<file path="src/rtl/ram_burst_master_if.sv">
// Handshake and RAM-bus bundle for ram_burst_master.
// The master modport is the burst engine's view; slave is the RAM/requester side.
interface ram_burst_master_if #(
   parameter int LEN_W = 4
);
   logic             Req_valid;
   logic             Req_ready;
   logic             Req_write;
   logic [7:0]       Req_addr;
   logic [LEN_W-1:0] Req_len;
   logic             Wr_valid;
   logic             Wr_ready;
   logic [7:0]       Wr_data;
   logic             Rd_valid;
   logic [7:0]       Rd_data;
   logic             Done;
   logic             Cs;
   logic             Wen;
   logic             Oen;
   logic [7:0]       Address;
   logic [7:0]       DataIn;
   logic [7:0]       DataOut;

   modport master (
      input  Req_valid, Req_write, Req_addr, Req_len, Wr_valid, Wr_data, DataOut,
      output Req_ready, Wr_ready, Rd_valid, Rd_data, Done,
             Cs, Wen, Oen, Address, DataIn
   );

   modport slave (
      output Req_valid, Req_write, Req_addr, Req_len, Wr_valid, Wr_data, DataOut,
      input  Req_ready, Wr_ready, Rd_valid, Rd_data, Done,
             Cs, Wen, Oen, Address, DataIn
   );
endinterface

</file>
<file path="src/rtl/ram_burst_master.sv">
// Burst initiator for the 8-bit register RAM: one read or write burst of 1..2**LEN_W
// beats with incrementing (mod 256) address, registered RAM strobes.
module ram_burst_master #(
   parameter int LEN_W = 4
) (
   input  logic                   Clk,
   input  logic                   Rst_n,
   ram_burst_master_if.master     bus
);

   typedef enum logic [2:0] {IDLE, WRITE, WR_LAST, READ, DRAIN} state_e;

   state_e           state_q, state_d;
   logic [7:0]       cur_q, cur_d;
   logic [LEN_W-1:0] rem_q, rem_d;
   logic [1:0]       iv_q, iv_d;
   logic             cs_q, cs_d;
   logic             wen_q, wen_d;
   logic             oen_q, oen_d;
   logic [7:0]       addr_q, addr_d;
   logic [7:0]       din_q, din_d;
   logic             rd_valid_q, rd_valid_d;
   logic [7:0]       rd_data_q, rd_data_d;
   logic             done_q, done_d;

   always_comb begin
      // NOTE: every _d starts from its _q (or a safe constant) so no branch can infer a latch.
      state_d    = state_q;
      cur_d      = cur_q;
      rem_d      = rem_q;
      cs_d       = cs_q;
      wen_d      = wen_q;
      oen_d      = oen_q;
      addr_d     = addr_q;
      din_d      = din_q;
      done_d     = 1'b0;
      // iv[0]: read beat on the bus this cycle; iv[1]: its data is on DataOut this cycle.
      iv_d       = {iv_q[0], 1'b0};
      rd_valid_d = iv_q[1];
      rd_data_d  = iv_q[1] ? bus.DataOut : rd_data_q;

      case (state_q)
         IDLE: begin
            cs_d  = 1'b0;
            wen_d = 1'b0;
            oen_d = 1'b0;
            if (bus.Req_valid) begin
               cur_d   = bus.Req_addr;
               rem_d   = bus.Req_len;
               state_d = bus.Req_write ? WRITE : READ;
            end
         end
         WRITE: begin
            oen_d = 1'b0;
            if (bus.Wr_valid) begin
               cs_d   = 1'b1;
               wen_d  = 1'b1;
               addr_d = cur_q;
               din_d  = bus.Wr_data;
               cur_d  = cur_q + 8'd1;
               if (rem_q == '0) state_d = WR_LAST;
               else             rem_d   = rem_q - LEN_W'(1);
            end else begin
               cs_d  = 1'b0;
               wen_d = 1'b0;
            end
         end
         WR_LAST: begin
            cs_d    = 1'b0;
            wen_d   = 1'b0;
            oen_d   = 1'b0;
            done_d  = 1'b1;
            state_d = IDLE;
         end
         READ: begin
            cs_d    = 1'b1;
            oen_d   = 1'b1;
            wen_d   = 1'b0;
            addr_d  = cur_q;
            cur_d   = cur_q + 8'd1;
            iv_d[0] = 1'b1;
            if (rem_q == '0) state_d = DRAIN;
            else             rem_d   = rem_q - LEN_W'(1);
         end
         DRAIN: begin
            cs_d  = 1'b0;
            wen_d = 1'b0;
            oen_d = 1'b0;
            // Last beat's data is being captured on this edge: Done lines up with its Rd_valid.
            if (iv_q == 2'b10) begin
               done_d  = 1'b1;
               state_d = IDLE;
            end
         end
         default: state_d = IDLE;
      endcase
   end

   always_ff @(posedge Clk) begin
      // NOTE: registers use non-blocking assignments so all flops update from pre-edge values.
      if (!Rst_n) begin
         state_q    <= IDLE;
         cur_q      <= '0;
         rem_q      <= '0;
         iv_q       <= '0;
         cs_q       <= 1'b0;
         wen_q      <= 1'b0;
         oen_q      <= 1'b0;
         addr_q     <= '0;
         din_q      <= '0;
         rd_valid_q <= 1'b0;
         rd_data_q  <= '0;
         done_q     <= 1'b0;
      end else begin
         state_q    <= state_d;
         cur_q      <= cur_d;
         rem_q      <= rem_d;
         iv_q       <= iv_d;
         cs_q       <= cs_d;
         wen_q      <= wen_d;
         oen_q      <= oen_d;
         addr_q     <= addr_d;
         din_q      <= din_d;
         rd_valid_q <= rd_valid_d;
         rd_data_q  <= rd_data_d;
         done_q     <= done_d;
      end
   end

   assign bus.Req_ready = (state_q == IDLE);
   assign bus.Wr_ready  = (state_q == WRITE);
   assign bus.Cs        = cs_q;
   assign bus.Wen       = wen_q;
   assign bus.Oen       = oen_q;
   assign bus.Address   = addr_q;
   assign bus.DataIn    = din_q;
   assign bus.Rd_valid  = rd_valid_q;
   assign bus.Rd_data   = rd_data_q;
   assign bus.Done      = done_q;

endmodule

</file>
<file path="src/flat_wrapper.sv">
// flat-port wrapper written by rule: the top's interface ports become plain ports
module ram_burst_master_flat 
#(
   parameter int LEN_W = 4
)
  (Clk, Rst_n, bus_Req_valid, bus_Req_write, bus_Req_addr, bus_Req_len, bus_Wr_valid, bus_Wr_data, bus_DataOut, bus_Req_ready, bus_Wr_ready, bus_Rd_valid, bus_Rd_data, bus_Done, bus_Cs, bus_Wen, bus_Oen, bus_Address, bus_DataIn);
  ram_burst_master_if #(.LEN_W(LEN_W)) bus_i ();
  input  logic Clk;
  input  logic Rst_n;
  input wire logic [$bits(bus_i.Req_valid)-1:0] bus_Req_valid;
  input wire logic [$bits(bus_i.Req_write)-1:0] bus_Req_write;
  input wire logic [$bits(bus_i.Req_addr)-1:0] bus_Req_addr;
  input wire logic [$bits(bus_i.Req_len)-1:0] bus_Req_len;
  input wire logic [$bits(bus_i.Wr_valid)-1:0] bus_Wr_valid;
  input wire logic [$bits(bus_i.Wr_data)-1:0] bus_Wr_data;
  input wire logic [$bits(bus_i.DataOut)-1:0] bus_DataOut;
  output wire logic [$bits(bus_i.Req_ready)-1:0] bus_Req_ready;
  output wire logic [$bits(bus_i.Wr_ready)-1:0] bus_Wr_ready;
  output wire logic [$bits(bus_i.Rd_valid)-1:0] bus_Rd_valid;
  output wire logic [$bits(bus_i.Rd_data)-1:0] bus_Rd_data;
  output wire logic [$bits(bus_i.Done)-1:0] bus_Done;
  output wire logic [$bits(bus_i.Cs)-1:0] bus_Cs;
  output wire logic [$bits(bus_i.Wen)-1:0] bus_Wen;
  output wire logic [$bits(bus_i.Oen)-1:0] bus_Oen;
  output wire logic [$bits(bus_i.Address)-1:0] bus_Address;
  output wire logic [$bits(bus_i.DataIn)-1:0] bus_DataIn;
  assign bus_i.Req_valid = bus_Req_valid;
  assign bus_i.Req_write = bus_Req_write;
  assign bus_i.Req_addr = bus_Req_addr;
  assign bus_i.Req_len = bus_Req_len;
  assign bus_i.Wr_valid = bus_Wr_valid;
  assign bus_i.Wr_data = bus_Wr_data;
  assign bus_i.DataOut = bus_DataOut;
  assign bus_Req_ready = bus_i.Req_ready;
  assign bus_Wr_ready = bus_i.Wr_ready;
  assign bus_Rd_valid = bus_i.Rd_valid;
  assign bus_Rd_data = bus_i.Rd_data;
  assign bus_Done = bus_i.Done;
  assign bus_Cs = bus_i.Cs;
  assign bus_Wen = bus_i.Wen;
  assign bus_Oen = bus_i.Oen;
  assign bus_Address = bus_i.Address;
  assign bus_DataIn = bus_i.DataIn;
  ram_burst_master #(.LEN_W(LEN_W)) u_core (.Clk(Clk), .Rst_n(Rst_n), .bus(bus_i));
endmodule
</file>
<file path="config.mk">
export PLATFORM = sky130hd
export DESIGN_NAME = ram_burst_master_flat
export DESIGN_NICKNAME = d
export VERILOG_FILES = /design/src/rtl/ram_burst_master_if.sv /design/src/rtl/ram_burst_master.sv /design/src/flat_wrapper.sv
export SDC_FILE = /design/constraint.sdc
export NUM_CORES = 1
export LEC_CHECK = 0
export BUFFER_PORTS_ARGS = -buffer_cell sky130_fd_sc_hd__buf_4
export CORE_ASPECT_RATIO = 0.7
export CORE_UTILIZATION = 29
export CTS_BUF_LIST = sky130_fd_sc_hd__clkbuf_16
export CTS_CLUSTER_SIZE = 10
export DETAILED_ROUTE_END_ITERATION = 8
export GPL_ROUTABILITY_DRIVEN = 0
export PLACE_DENSITY = 0.59
export SYNTH_ARGS = -nofsm -noshare
export SYNTH_HDL_FRONTEND = slang
export SYNTH_SLANG_ARGS = --single-unit
</file>
<file path="constraint.sdc">
create_clock -name Clk -period 1.8 [get_ports Clk]
set_input_delay 0.18 -clock Clk [delete_from_list [all_inputs] [get_ports Clk]]
set_output_delay 0.18 -clock Clk [all_outputs]
set_load 0.01 [all_outputs]
</file>
==> results.cfg <==
[detailed_routing]
top_layer_used = met4
route.met2.wl_um = 2050
post_drt_wl_per_cell_um = 12.3
first_iter_violations = 90
vias = 1868
avgViaCountPerCell = 4.69
drt-met1-wl_um = 2500
dr_wl_met3_um = 310
drt_wl_total_um = 4890
drc = 0
antenna_left = 0
dr.pass1.iters = 4

[global_route]
antenna_found_initial = 0
grt_usage = 0.146
grt_pass1_wl_um = 8210
grt_max_degree = 21
grt_pass1_vias = 1746
grt-ovfl-total = 0

[synthesis]
ys_async_sr_fraction = 0
syn_nets = 268
synth_cell_types = 39
netlist.area_leader.share = 0.468
yosysSeqAreaShare = 0.468
yosys-top-cells-area = dfxtp_1 (47%), nand2_1 (8.2%), a21oi_1 (7.1%), mux2i_1 (4.6%), nor2_1 (4.2%)
avgSynthCellArea_um2 = 8.44
yosysTopAreaCell = dfxtp_1
synth_warnings = 0
syn-cell-area_um2 = 1970
syn_inst = 233
synth_edf_count = 0
ys_ff_latch = 46
synth-main-ff-cell = dfxtp_1

[clock_tree]
cts_root_buf = clkbuf_16
cts_tree = built
cts_resized = 0
htreeDepth = 2
cts.sinks = 46
clk_path_buf_depth = 2
clk_latency_ns = 0.28
clk_pin_slew_worst_paths_ns = 0.06
cts_buffers = 5

[floorplanning]
fp.dieW_um = 100
dieArea_um2 = 7120
die_h_um = 70.9
core-area_um2 = 6400
rows = 24
ioPinCount = 64
initial_core_util = 0.307

[finish]
final_nets = 341
post-route-cell-area_um2 = 2760
fin_util = 0.431
antennaDiodeCount = 0
stdcell_count = 398
layout-drive-gt1-share = 0.296
fillers = 660
area_growth_pct = 40.4

[sta]
max_slew_margin = 0.594
setup_viol = 0
fin_ws_ns = 0.118
skew_ns = 0.00331
post-route-period-util = 0.935
drv_slew = 0
fmax_mhz = 594
worst_pin_slew_ns = 0.605
tns_ns = 0
hold_violations = 0
rsz0062_at_grt = false
hold_ws_ns = 0.133
period_minus_slack_ns = 1.68

[flow_run]
max_cap_violations = 0

[placed_design]
postPlaceCellArea_um2 = 2590
dp_cells = 387
hpwl_um = 3440
post-place-ws_ns = 0.0783
numPortBuffers = 63

[hold_path]
hold_path_class = primary input to flip-flop

[setup_path]
end_kind = flip-flop
crit_arrival_ns = 1.88
cp-start-kind = flip-flop
cp_max_fo = 5
required_ns = 2.00
crit_type = flip-flop to flip-flop

[power_and_ir_drop]
peakVddDrop_uv = 465
p_leak_nw = 1.15
power.density_nw_per_um2 = 1000
p_total_mw = 2.77

[run_status]
status = finished, final reports clean
[sequential cells by signal, summed over array words and instances (netlist names)]
signal	count
u_core.rem_q	4
u_core.bus.Done	1
u_core.cur_q	8
u_core.iv_q	2
u_core.state_q	3
u_core.bus.Rd_data	8
u_core.bus.Rd_valid	1
u_core.bus.Oen	1
u_core.bus.Wen	1
u_core.bus.Cs	1
u_core.bus.DataIn	8
u_core.bus.Address	8
[synthesized netlist by cell type, types with 2 or more instances]
library cell,instances
a21oi_1,28
nand2_1,43
inv_1,5
nor3_1,3
nor2_1,22
a21o_1,2
clkbuf_1,10
a32oi_1,2
and2_1,4
o21ai_1,3
and3_1,4
o21ai_0,8
mux2i_1,9
a32o_1,2
nor3b_1,4
nand3_1,5
ha_1,2
a311oi_1,3
buf_2,2
nand2b_1,3
dfxtp_1,46
o31ai_1,2
mux2_2,2
nor2b_1,4
[area by class of cell]
type / count / area, µm² / area share
Clock buffer: 5 / 125 / 0.0454
Clock inverter: 3 / 16.3 / 0.00590
Inverter: 5 / 18.8 / 0.00680
Multi-Input combinational cell: 170 / 978 / 0.355
Sequential cell: 46 / 921 / 0.334
Tap cell: 91 / 114 / 0.0413
Timing Repair Buffer: 78 / 586 / 0.212
[final timing paths]
check | slack [ns] | cells after the start | endpoint | start
worst max-delay path | 0.12 | 7 | u_core.rem_q[1] | u_core.rem_q[0]
worst min-delay path | 0.13 | 3 | u_core.bus.Rd_data[7] | bus_DataOut[7]
worst max register to register | 0.12 | 7 | u_core.rem_q[1] | u_core.rem_q[0]
worst min register to register | 0.46 | 2 | u_core.bus.Address[4] | u_core.bus.Address[4]
[power breakdown]
group	internal (mW)	leakage, nW	switching (mW)	total (mW)
Clock	0.507	0.0689	0.374	0.882
Combinational	0.342	0.706	0.363	0.705
Sequential	1.10	0.374	0.0786	1.18
Total	1.95	1.15	0.816	2.77
[critical path, stage by stage, from the launching register on]
cell and delay, ns:
dfxtp_1 0.34, inv_1 0.07, ha_1 0.22, nor3b_2 0.20
a221oi_4 0.37, buf_4 0.18, nor2_1 0.04, a211oi_1 0.19
[layout by cell type, fill, tap and decap left out, drive strengths merged, types with 4 or more instances in the layout]
master,synthesis,layout
inv,5,5
and2,4,4
nand3,5,5
nand2,43,43
buf,2,78
mux2i,9,9
nor2,22,22
clkbuf,10,5
o21ai,11,11
and3,4,4
a21oi,29,29
dfxtp,46,46
nor2b,4,4
nor3b,5,5
[metal layers]
metal | up-vias | global-route usage
met5 | - | 0
met1 | 857 | 0.204
met2 | 44 | 0.218
met3 | 2 | 0.0474
li1 | 965 | -
met4 | 0 | 0.0386
[logic make-up after synthesis]
family | count (synthesis) | share of synthesized area
mux | 11 | 0.0573
simple gates | 98 | 0.233
fa+ha+maj | 2 | 0.0127
buf+inv | 17 | 0.0337
compound gates | 59 | 0.195
flops | 46 | 0.468
[timing repair]
action                     in CTS  in global routing
setup endpoints to repair       0                  1
hold endpoints to repair        0                  0
setup buffers                   0                  3
hold buffers                    0                  0
No activity file was read; power rests on OpenSTA's default activity.
